**src/rtl/mb_tx_flit_scheduler.sv**
```systemverilog
// mb_tx_flit_scheduler: shares the mainband TX among NUM_REQ flit sources.
// Define MB_SCHED_RR_EN for round-robin arbitration; fixed priority otherwise.
module mb_tx_flit_scheduler #(
  parameter int NUM_REQ = 2,
  parameter int CREDITS = 2
) (
  input  logic                       clk,
  input  logic                       reset,
  input  logic                       enable_i,
  input  logic [NUM_REQ-1:0]         req_i,
  input  logic [NUM_REQ*512-1:0]     data_i,
  output logic [NUM_REQ-1:0]         req_ack_o,
  output logic                       mb_valid_o,
  input  logic                       mb_valid_ack_i,
  output logic [511:0]               mb_data_o,
  input  logic                       credit_return_i,
  output logic [$clog2(CREDITS):0]   credits_o,
  output logic [$clog2(NUM_REQ)-1:0] grant_id_o,
  output logic                       busy_o,
  output logic                       credit_err_o
);

  localparam int IW = $clog2(NUM_REQ);
  localparam int CW = $clog2(CREDITS) + 1;
  localparam int FW = 512;
  localparam logic [CW-1:0] CRED_MAX = CW'(CREDITS);

  typedef enum logic [1:0] {
    IDLE,
    SEND,
    RELEASE
  } state_t;

  state_t             state_q, state_d;
  logic [NUM_REQ-1:0] req_ack_q, req_ack_d;
  logic               valid_q, valid_d;
  logic [FW-1:0]      data_q, data_d;
  logic [CW-1:0]      credits_q, credits_d;
  logic [IW-1:0]      gid_q, gid_d;
  logic               err_q, err_d;

  logic               win_found;
  logic [IW-1:0]      win_idx;
  logic               grant;

`ifdef MB_SCHED_RR_EN
  logic [IW-1:0] ptr_q, ptr_d;
  logic [IW-1:0] rr_idx;

  // Walk offsets high to low so the one nearest the pointer wins.
  always_comb begin
    win_found = 1'b0;
    win_idx   = '0;
    rr_idx    = '0;
    for (int i = NUM_REQ - 1; i >= 0; i--) begin
      rr_idx = IW'((int'(ptr_q) + i) % NUM_REQ);
      if (req_i[rr_idx]) begin
        win_found = 1'b1;
        win_idx   = rr_idx;
      end
    end
  end

  always_comb begin
    ptr_d = ptr_q;
    if (grant) begin
      if (win_idx == IW'(NUM_REQ - 1)) begin
        ptr_d = '0;
      end else begin
        ptr_d = win_idx + IW'(1);
      end
    end
  end
`else
  always_comb begin
    win_found = 1'b0;
    win_idx   = '0;
    for (int i = NUM_REQ - 1; i >= 0; i--) begin
      if (req_i[i]) begin
        win_found = 1'b1;
        win_idx   = IW'(i);
      end
    end
  end
`endif

  assign grant = (state_q == IDLE) && enable_i && win_found
              && (credits_q != '0) && !mb_valid_ack_i;

  always_comb begin
    state_d   = state_q;
    valid_d   = valid_q;
    data_d    = data_q;
    gid_d     = gid_q;
    req_ack_d = '0;
    credits_d = credits_q;
    err_d     = err_q;

    unique case (state_q)
      IDLE: begin
        if (grant) begin
          state_d            = SEND;
          valid_d            = 1'b1;
          data_d             = data_i[win_idx*FW +: FW];
          gid_d              = win_idx;
          req_ack_d[win_idx] = 1'b1;
        end
      end
      SEND: begin
        if (mb_valid_ack_i) begin
          state_d = RELEASE;
          valid_d = 1'b0;
        end
      end
      RELEASE: begin
        if (!mb_valid_ack_i) begin
          state_d = IDLE;
        end
      end
      default: begin
        state_d = IDLE;
        valid_d = 1'b0;
      end
    endcase

    // A return at full count is bogus: saturate and flag it.
    if (grant && !credit_return_i) begin
      credits_d = credits_q - CW'(1);
    end else if (!grant && credit_return_i && credits_q != CRED_MAX) begin
      credits_d = credits_q + CW'(1);
    end
    if (credit_return_i && credits_q == CRED_MAX) begin
      err_d = 1'b1;
    end
  end

  always_ff @(posedge clk or posedge reset) begin
    if (reset) begin
      state_q   <= IDLE;
      req_ack_q <= '0;
      valid_q   <= 1'b0;
      data_q    <= '0;
      credits_q <= CRED_MAX;
      gid_q     <= '0;
      err_q     <= 1'b0;
`ifdef MB_SCHED_RR_EN
      ptr_q     <= '0;
`endif
    end else begin
      state_q   <= state_d;
      req_ack_q <= req_ack_d;
      valid_q   <= valid_d;
      data_q    <= data_d;
      credits_q <= credits_d;
      gid_q     <= gid_d;
      err_q     <= err_d;
`ifdef MB_SCHED_RR_EN
      ptr_q     <= ptr_d;
`endif
    end
  end

  assign req_ack_o    = req_ack_q;
  assign mb_valid_o   = valid_q;
  assign mb_data_o    = data_q;
  assign credits_o    = credits_q;
  assign grant_id_o   = gid_q;
  assign credit_err_o = err_q;
  assign busy_o       = (state_q != IDLE);

endmodule

```
**config.mk**
```make
export PLATFORM = sky130hd
export DESIGN_NAME = mb_tx_flit_scheduler
export DESIGN_NICKNAME = d
export VERILOG_FILES = /design/src/rtl/mb_tx_flit_scheduler.sv
export SDC_FILE = /design/constraint.sdc
export NUM_CORES = 1
export LEC_CHECK = 0
export BUFFER_PORTS_ARGS = -buffer_cell sky130_fd_sc_hd__buf_2
export CAP_MARGIN = 20
export CORE_AREA = 2 2 611 613
export CTS_BUF_LIST = sky130_fd_sc_hd__clkbuf_4
export CTS_CLUSTER_DIAMETER = 120
export DETAILED_ROUTE_END_ITERATION = 8
export DIE_AREA = 0 0 613 615
export PLACE_DENSITY = 0.3
export SYNTH_ARGS = -nofsm -noshare
export SYNTH_HDL_FRONTEND = slang
export SYNTH_SLANG_ARGS = --single-unit
```
**constraint.sdc**
```tcl
create_clock -name clk -period 25.1 [get_ports clk]
set_input_delay 1.255 -clock clk [delete_from_list [all_inputs] [get_ports clk]]
set_output_delay 1.255 -clock clk [all_outputs]
set_load 0.01 [all_outputs]
```
==> results of run 1 <==
## logic make-up (layout without fill, tap and decap cells)
group	after synthesis	count (layout)
and+or+nand+nor	14	14
buffers and inverters	287	1910
other	0	35
DFF	521	521
xor gates and xnor gates	1	1
AOI/OAI and AO/OA	1036	1036
muxes	513	513
## power groups by stage
stage	Clock [mW]	Combinational [mW]	Sequential (mW)
2_1_floorplan	0	0.736	1.67
3_3_place_gp	0	2.56	1.57
3_5_place_dp	0	2.56	1.57
4_1_cts	1.05	2.56	1.56
5_1_grt	1.09	2.64	1.61
6_report	0.980	2.42	1.56
## cell usage in the layout (no fill, tap or decap), drive strengths merged, types with 2 or more instances in the layout
cell | netlist | final
mux2i | 512 | 512
nor2b | 3 | 3
dfrtp | 520 | 520
a31oi | 512 | 512
o21ai | 2 | 2
clkinvlp | 0 | 4
nor2 | 2 | 2
clkbuf | 78 | 275
and2 | 2 | 2
a21boi | 2 | 2
or2 | 3 | 3
inv | 1 | 4
a21oi | 513 | 513
diode | 0 | 35
nor4 | 2 | 2
clkinv | 0 | 29
buf | 208 | 1596
a21o | 2 | 2
## per-stage QoR
stage          hold WS [ps]   util  worst slack [ps]  std cells  area [sq um]
6_report                341  0.111             19480       9002         41000
4_1_cts                40.5  0.110             19840       8964         40800
2_1_floorplan           493      -              9290       2372         25700
5_1_grt                 163  0.110             19460       8987         40900
3_3_place_gp            490  0.104             18510       8651         38600
3_5_place_dp            493  0.104             18390       8651         38600
## final cells by class
cell class	instances	area, sq um	share of cell area
clock inverters	37	193	0.00470
inverters	1	11.3	0.000275
well taps	4972	6220	0.152
flip-flops and latches	521	13000	0.318
clock buffers	275	2060	0.0504
repair buffers	1597	8240	0.201
diodes	35	87.6	0.00214
multi-input cells	1564	11100	0.271
## worst min-delay path, stage by stage
cell     delay (ps)
buf_2            80
mux2i_1          60
a21oi_1         140
## synth_stat cells (all sizes together) (2+ instances only)
| master | n |
|---|---|
| a21boi | 2 |
| a21o | 2 |
| a21oi | 513 |
| a31oi | 512 |
| and2 | 2 |
| buf | 208 |
| clkbuf | 78 |
| dfrtp | 520 |
| mux2i | 512 |
| nor2 | 2 |
| nor2b | 3 |
| nor4 | 2 |
| o21ai | 2 |
| or2 | 3 |
## path summary, 6_finish.rpt
check | from | to | slack [ps] | cells past startpoint
worst max-delay path | req_i[1] | mb_data_o[450] | 19480 | 9
worst min-delay path | data_i[362] | mb_data_o[362] | 340 | 3
worst max register to register | credits_o[1] | mb_data_o[482] | 20110 | 8
worst min register to register | grant_id_o | grant_id_o | 500 | 1
max in group asynchronous | reset | mb_data_o[97] | 20770 | 7
min in group asynchronous | reset | mb_data_o[276] | 620 | 3
## layer usage
metal | vias to the layer above | wire, microns | track usage
met3 | 338 | 23000 | 0.0451
met2 | 1397 | 123000 | 0.219
li1 | 12249 | - | -
met4 | 26 | 9270 | 0.0447
met1 | 14409 | 98700 | 0.149
met5 | - | 174 | 0
## state kept, by name (all words and copies together), names as in the netlist
register      count
state_q           2
credits_o         2
mb_valid_o        1
mb_data_o       512
req_ack_o         2
credit_err_o      1
grant_id_o        1
==> impl_metrics.json, run 1 <==
{
  "period_share": 0.224,
  "timing_worst_slew_pin_value_ps": 1090,
  "fmax_mhz": 178,
  "cts-root-buf": "clkbuf_4",
  "cts_tree": "built",
  "path_max_fanout": 58,
  "grt_pass1_vias": 29238,
  "crit_chain": "buf_2 > nor2b_4 > buf_4 > buf_4 > buf_4 > buf_4 > buf_4 > mux2i_1 > a21oi_1",
  "clock_latency_ps": 1170,
  "yosys.cell_types.count": 31,
  "syn2layout_area_growth_pct": 59.5,
  "required_ps": 26100,
  "yosys.area_share.simple": 0.00336,
  "cp_slowest_cell": "buf_4",
  "yosys.area_share.adder": 0,
  "rows": 224,
  "cpLargestDelayFamily": "buffers and inverters",
  "firstDrtPassIters": 6,
  "power_density_nw_per_um2": 121,
  "ant_nets": 0,
  "hold_class": "in2reg",
  "irDropWorstVdd_uv": 66.9,
  "power_switching_mw": 2.56,
  "power.internal_mw": 2.41,
  "grt_max_degree": 145,
  "synth_top_family_by_area": "compound AO/OA/AOI/OAI gates",
  "synth_seq_area_share": 0.507,
  "syn_nets": 3403,
  "cts_setup_buffers": 0,
  "cpMostUsedCell": "buf_4",
  "syn_avg_cell_area_sq_um": 10.8,
  "total_power_mw": 4.97,
  "core_sq_um": 371000,
  "rsz0062_at_grt": "false",
  "vias_per_cell": 3.16,
  "gp_congestion": 0.934,
  "synth_top_area_frac": 0.506,
  "drtIter0Drc": 1911,
  "grt_overflow_total": 0,
  "arrival_ps": 6620,
  "yosys_warnings": 0,
  "synthMuxAreaShare": 0.200,
  "synth_compound_area_frac": 0.228,
  "synth_top_area_cell": "dfrtp_1",
  "synthXorXnorAreaFrac": 0.000341,
  "cp_num_buf_inv": 6,
  "cts.path.max_buffers": 4,
  "drive_above_1_share": 0.474,
  "antenna_found_initial": 87,
  "syn_area_sq_um": 25700,
  "fill_cells": 43050,
  "swShare": 0.515,
  "crit_type": "in2reg",
  "finalMaxSlewViolations": 0,
  "finalHoldViolCount": 0,
  "synth_edf_count": 0,
  "p_comb_frac": 0.488,
  "cts_num_sinks": 521,
  "power_frac_seq": 0.315,
  "ctsHoldBuffers": 1,
  "die_area_sq_um": 377000,
  "grtUsageTotal": 0.129,
  "start_util": 0.0693,
  "drc": 0,
  "max_stage_delay_ps": 940,
  "critPathCaptureType": "flip-flop",
  "cts_buffers": 184,
  "period_needed_ps": 5620,
  "wirelength_mm": 254,
  "p_clk_frac": 0.197,
  "hpwl_mm": 211,
  "finalClockSkew_ps": 105,
  "startpoint_type": "primary input",
  "port_buffers": 1550,
  "synth_cells": 2372,
  "pin_count": 1551,
  "clk_pin_slew_ps": 60,
  "status": "finished, final reports clean",
  "yosys-top-cells-area": "dfrtp_1 51%, mux2i_1 20%, a31oi_1 12%",
  "nets": 4900,
  "die_x_microns": 613,
  "dominantRegCellSynth": "dfrtp_1",
  "maxCapViolations": 0,
  "chipHeight_microns": 615,
  "leakage_nw": 16.9,
  "ctsResizeCount": 0,
  "setup_tns_ps": 0,
  "cts_max_level": 4,
  "maxSlewHeadroom": 0.274,
  "vias": 28419,
  "ys_ff_latch": 521,
  "setup_viol": 0,
  "async_flop_share": 1.00,
  "grt_pass1_wl_mm": 320,
  "routedWlPerCell_microns": 28.2
}
Power figures use the tool's default switching activity.
==> inputs of run 2 (changes only) <==
- ABC_AREA: not set -> 1
- CORE_AREA: 2 2 611 613 -> 2 2 596 598
- DIE_AREA: 0 0 613 615 -> 0 0 598 600
- clock period: 25.1 -> 5.85 ns (I/O delays scaled with it)
==> impl_metrics.json, run 2 <==
{
  "ctsResizeCount": 0,
  "hpwl_mm": 222,
  "status": "aborted with a tool error",
  "rows": 218,
  "synth_edf_count": 0,
  "syn_avg_cell_area_sq_um": 8.18,
  "yosys-top-cells-area": "dfrtp_1 57%, nand2_1 26%, nand3_1 11%",
  "cts_buffers": 180,
  "place_ws_ps": 2770,
  "port_buffers": 1550,
  "ctsHoldBuffers": 1823,
  "synth_seq_area_share": 0.573,
  "synth_commonest_cells": "1548 x nand2_1, 520 x dfrtp_1, 515 x nand3_1",
  "start_util": 0.0646,
  "firstError": "[ERROR RSZ-0060] Max buffer count reached.",
  "cts.path.max_buffers": 4,
  "synth_most_common_cell": "nand2_1",
  "chipHeight_microns": 600,
  "flow.stopped_at": "clock tree synthesis",
  "synth_cells": 2780,
  "cts_max_level": 4,
  "cts-root-buf": "clkbuf_4",
  "yosys_warnings": 0,
  "syn_nets": 3811,
  "die_x_microns": 598,
  "cts_num_sinks": 521,
  "synth_top_area_cell": "dfrtp_1",
  "gp_congestion": 0.896,
  "dominantRegCellSynth": "dfrtp_1",
  "async_flop_share": 1.00,
  "syn_area_sq_um": 22700,
  "cts_setup_buffers": 0,
  "ys_ff_latch": 521,
  "yosys.cell_types.count": 20,
  "pin_count": 1551,
  "synth_top_area_frac": 0.572
}
run 2: kinds of logic after synthesis:
family / after synthesis / synth area share
flip-flops: 521 / 0.573
XOR/XNOR: 1 / 0.000385
AND/OR/NAND/NOR: 2073 / 0.372
AO/OA/AOI/OAI: 6 / 0.00149
buffers and inverters: 179 / 0.0528
run 2: through the flow:
stage          instances  instance area [sq um]  hold slack, ps  TNS (ps)   util
2_1_floorplan       2780                  22700             412   -790350      -
3_3_place_gp        8813                  35500             475         0  0.101
3_5_place_dp        8814                  35500             475         0  0.101
==> inputs of run 3 (changes only) <==
- CORE_AREA: 2 2 596 598 -> 2 2 600 602
- CTS_BUF_LIST: sky130_fd_sc_hd__clkbuf_4 -> not set
- CTS_CLUSTER_DIAMETER: 120 -> not set
- DIE_AREA: 0 0 598 600 -> 0 0 602 604
- PLACE_DENSITY: 0.3 -> not set
- PLACE_DENSITY_LB_ADDON: not set -> 0.15
==> impl_metrics.json, run 3 <==
{
  "mostFrequentLayoutCells": "1550 x buf_2, 1548 x nand2_1, 1027 x dlygate4sd3_1",
  "grt_max_degree": 144,
  "wirelength_mm": 232,
  "holdPathEnd": "mb_valid_o",
  "start_util": 0.0636,
  "syn_nets": 3811,
  "crit_type": "reg2reg",
  "synth_cells": 2780,
  "leakage_nw": 23.4,
  "critPathCaptureType": "flip-flop",
  "synth_seq_area_share": 0.573,
  "hold_start": "enable_i",
  "place_inst": 8979,
  "path_max_fanout": 143,
  "async_flop_share": 1.00,
  "grtUsageTotal": 0.123,
  "power_density_nw_per_um2": 468,
  "finalClockSkew_ps": 39.5,
  "hpwl_mm": 193,
  "pin_count": 1551,
  "synth_top_area_cell": "dfrtp_1",
  "syn_area_sq_um": 22700,
  "cts_setup_buffers": 0,
  "vias_per_cell": 2.96,
  "largest_reg_flops": 512,
  "r2r_slack_ps": 2000,
  "setup_tns_ps": 0,
  "syn2layout_area_growth_pct": 114,
  "reg2reg_to": "mb_data_o[86]",
  "period_share": 0.659,
  "ant_nets": 0,
  "arrival_ps": 4540,
  "rows": 220,
  "layout_commonest_cell": "buf_2",
  "antenna_found_initial": 56,
  "cts-root-buf": "clkbuf_16",
  "fmax_mhz": 260,
  "finalMaxSlewViolations": 0,
  "grt_pass1_wl_mm": 302,
  "clk_pin_slew_ps": 70,
  "synth_commonest_cells": "1548 x nand2_1, 520 x dfrtp_1, 515 x nand3_1",
  "yosys_warnings": 0,
  "maxCapViolations": 0,
  "finalHoldViolCount": 0,
  "r2r_start": "credits_o[1]",
  "ys_ff_latch": 521,
  "status": "finished, final reports clean",
  "yosys-top-cells-area": "dfrtp_1 57%, nand2_1 26%, nand3_1 11%",
  "synthXorXnorAreaFrac": 0.000385,
  "clock_latency_ps": 780,
  "hold_ws_ps": 84.4,
  "synth_top_family_by_area": "simple AND/OR/NAND/NOR gates",
  "gp_congestion": 0.861,
  "cts_buffers": 82,
  "cts_max_level": 3,
  "nets": 6348,
  "whs_path_depth": 5,
  "reg2regPathDepth": 9,
  "ctsResizeCount": 0,
  "grt_pass1_vias": 32102,
  "die_area_sq_um": 364000,
  "port_buffers": 1550,
  "synth_most_common_cell": "nand2_1",
  "setup_viol": 0,
  "yosys.area_share.simple": 0.372,
  "maxSlewHeadroom": 0.294,
  "synth_compound_area_frac": 0.00149,
  "yosys.cell_types.count": 20,
  "die_x_microns": 602,
  "drtIter0Drc": 1682,
  "rsz0062_at_grt": "false",
  "grt_overflow_total": 0,
  "synth_edf_count": 0,
  "cts_num_sinks": 521,
  "yosys.area_share.adder": 0,
  "startpoint_type": "flip-flop",
  "cts_tree": "built",
  "synthMuxAreaShare": 0,
  "drive_above_1_share": 0.321,
  "final_cells": 10157,
  "synth_top_area_frac": 0.572,
  "timing_worst_slew_pin_value_ps": 1060,
  "syn_avg_cell_area_sq_um": 8.18,
  "core_sq_um": 358000,
  "cts.path.max_buffers": 4,
  "chipHeight_microns": 604,
  "firstDrtPassIters": 5,
  "routedWlPerCell_microns": 22.9,
  "vias": 30031,
  "period_needed_ps": 3850,
  "dominantRegCellSynth": "dfrtp_1",
  "hold_class": "in2reg",
  "required_ps": 6540,
  "irDropWorstVdd_uv": 182,
  "drc": 0
}
[run 3: what timing repair did]
| action | in CTS | in global routing |
|---|---|---|
| hold buffers | 1027 | 0 |
| endpoints found under the hold margin | 587 | 0 |
| endpoints found under the setup margin | 0 | 0 |
[run 3: worst max path at each step]
stage	start	endpoint	slack, ps	cells past startpoint
5_1_grt	credits_o[1]	mb_data_o[86]	1770	9
3_5_place_dp	credits_o[1]	mb_data_o[380]	2530	8
2_1_floorplan	reset	credit_err_o	-1520	1
6_report	credits_o[1]	mb_data_o[86]	2000	9
3_3_place_gp	state_q[1]	mb_data_o[308]	2580	9
4_1_cts	credits_o[1]	mb_data_o[380]	1970	9
[run 3: cells by family (layout without fill, tap and decap cells)]
| logic type | count (synthesis) | in the layout |
|---|---|---|
| and+or+nand+nor | 2073 | 2073 |
| DFF | 521 | 521 |
| buffers and inverters | 179 | 2766 |
| AOI/OAI and AO/OA | 6 | 6 |
| xor gates and xnor gates | 1 | 1 |
| other | 0 | 17 |
[run 3: through the flow]
step,power [mW],setup WS (ps),area (sq um),utilization
2_1_floorplan,9.10,-1520,22700,-
3_3_place_gp,15.7,2580,35800,0.100
3_5_place_dp,15.6,2530,35800,0.100
4_1_cts,23.7,1970,48700,0.136
5_1_grt,24.5,1770,48700,0.136
6_report,22.8,2000,48800,0.136
[run 3: critical path, stage by stage, from the launching register on]
cell           delay [ps]
dfstp_2               580
nor2_1                 80
nor2_4                210
nand2_8               350
nor2_4                370
buf_12                250
buf_12                520
nand2_1               210
nand3_1               140
dlygate4sd3_1         550
[run 3: final cells by class]
class | instances | area, sq um
clock inverters | 17 | 220
repair buffers | 2622 | 18600
well taps | 4773 | 5970
inverters | 10 | 41.3
diodes | 17 | 42.5
flip-flops and latches | 521 | 13000
clock buffers | 117 | 2370
fillers | 41632 | 309000
multi-input cells | 2080 | 8510
[run 3: report_power, final]
part | switching [mW] | internal, mW | total (mW)
clock | 2.06 | 3.01 | 5.07
combinational | 6.43 | 4.81 | 11.2
sequential | 1.22 | 5.28 | 6.50
total | 9.70 | 13.1 | 22.8
[run 3: routing by layer]
layer / track usage / wire [microns] / up-vias
met5: 0 / 243 / -
met4: 0.0336 / 6590 / 40
met3: 0.0526 / 22200 / 251
met2: 0.225 / 119000 / 1041
met1: 0.128 / 83800 / 14761
li1: - / - / 13938
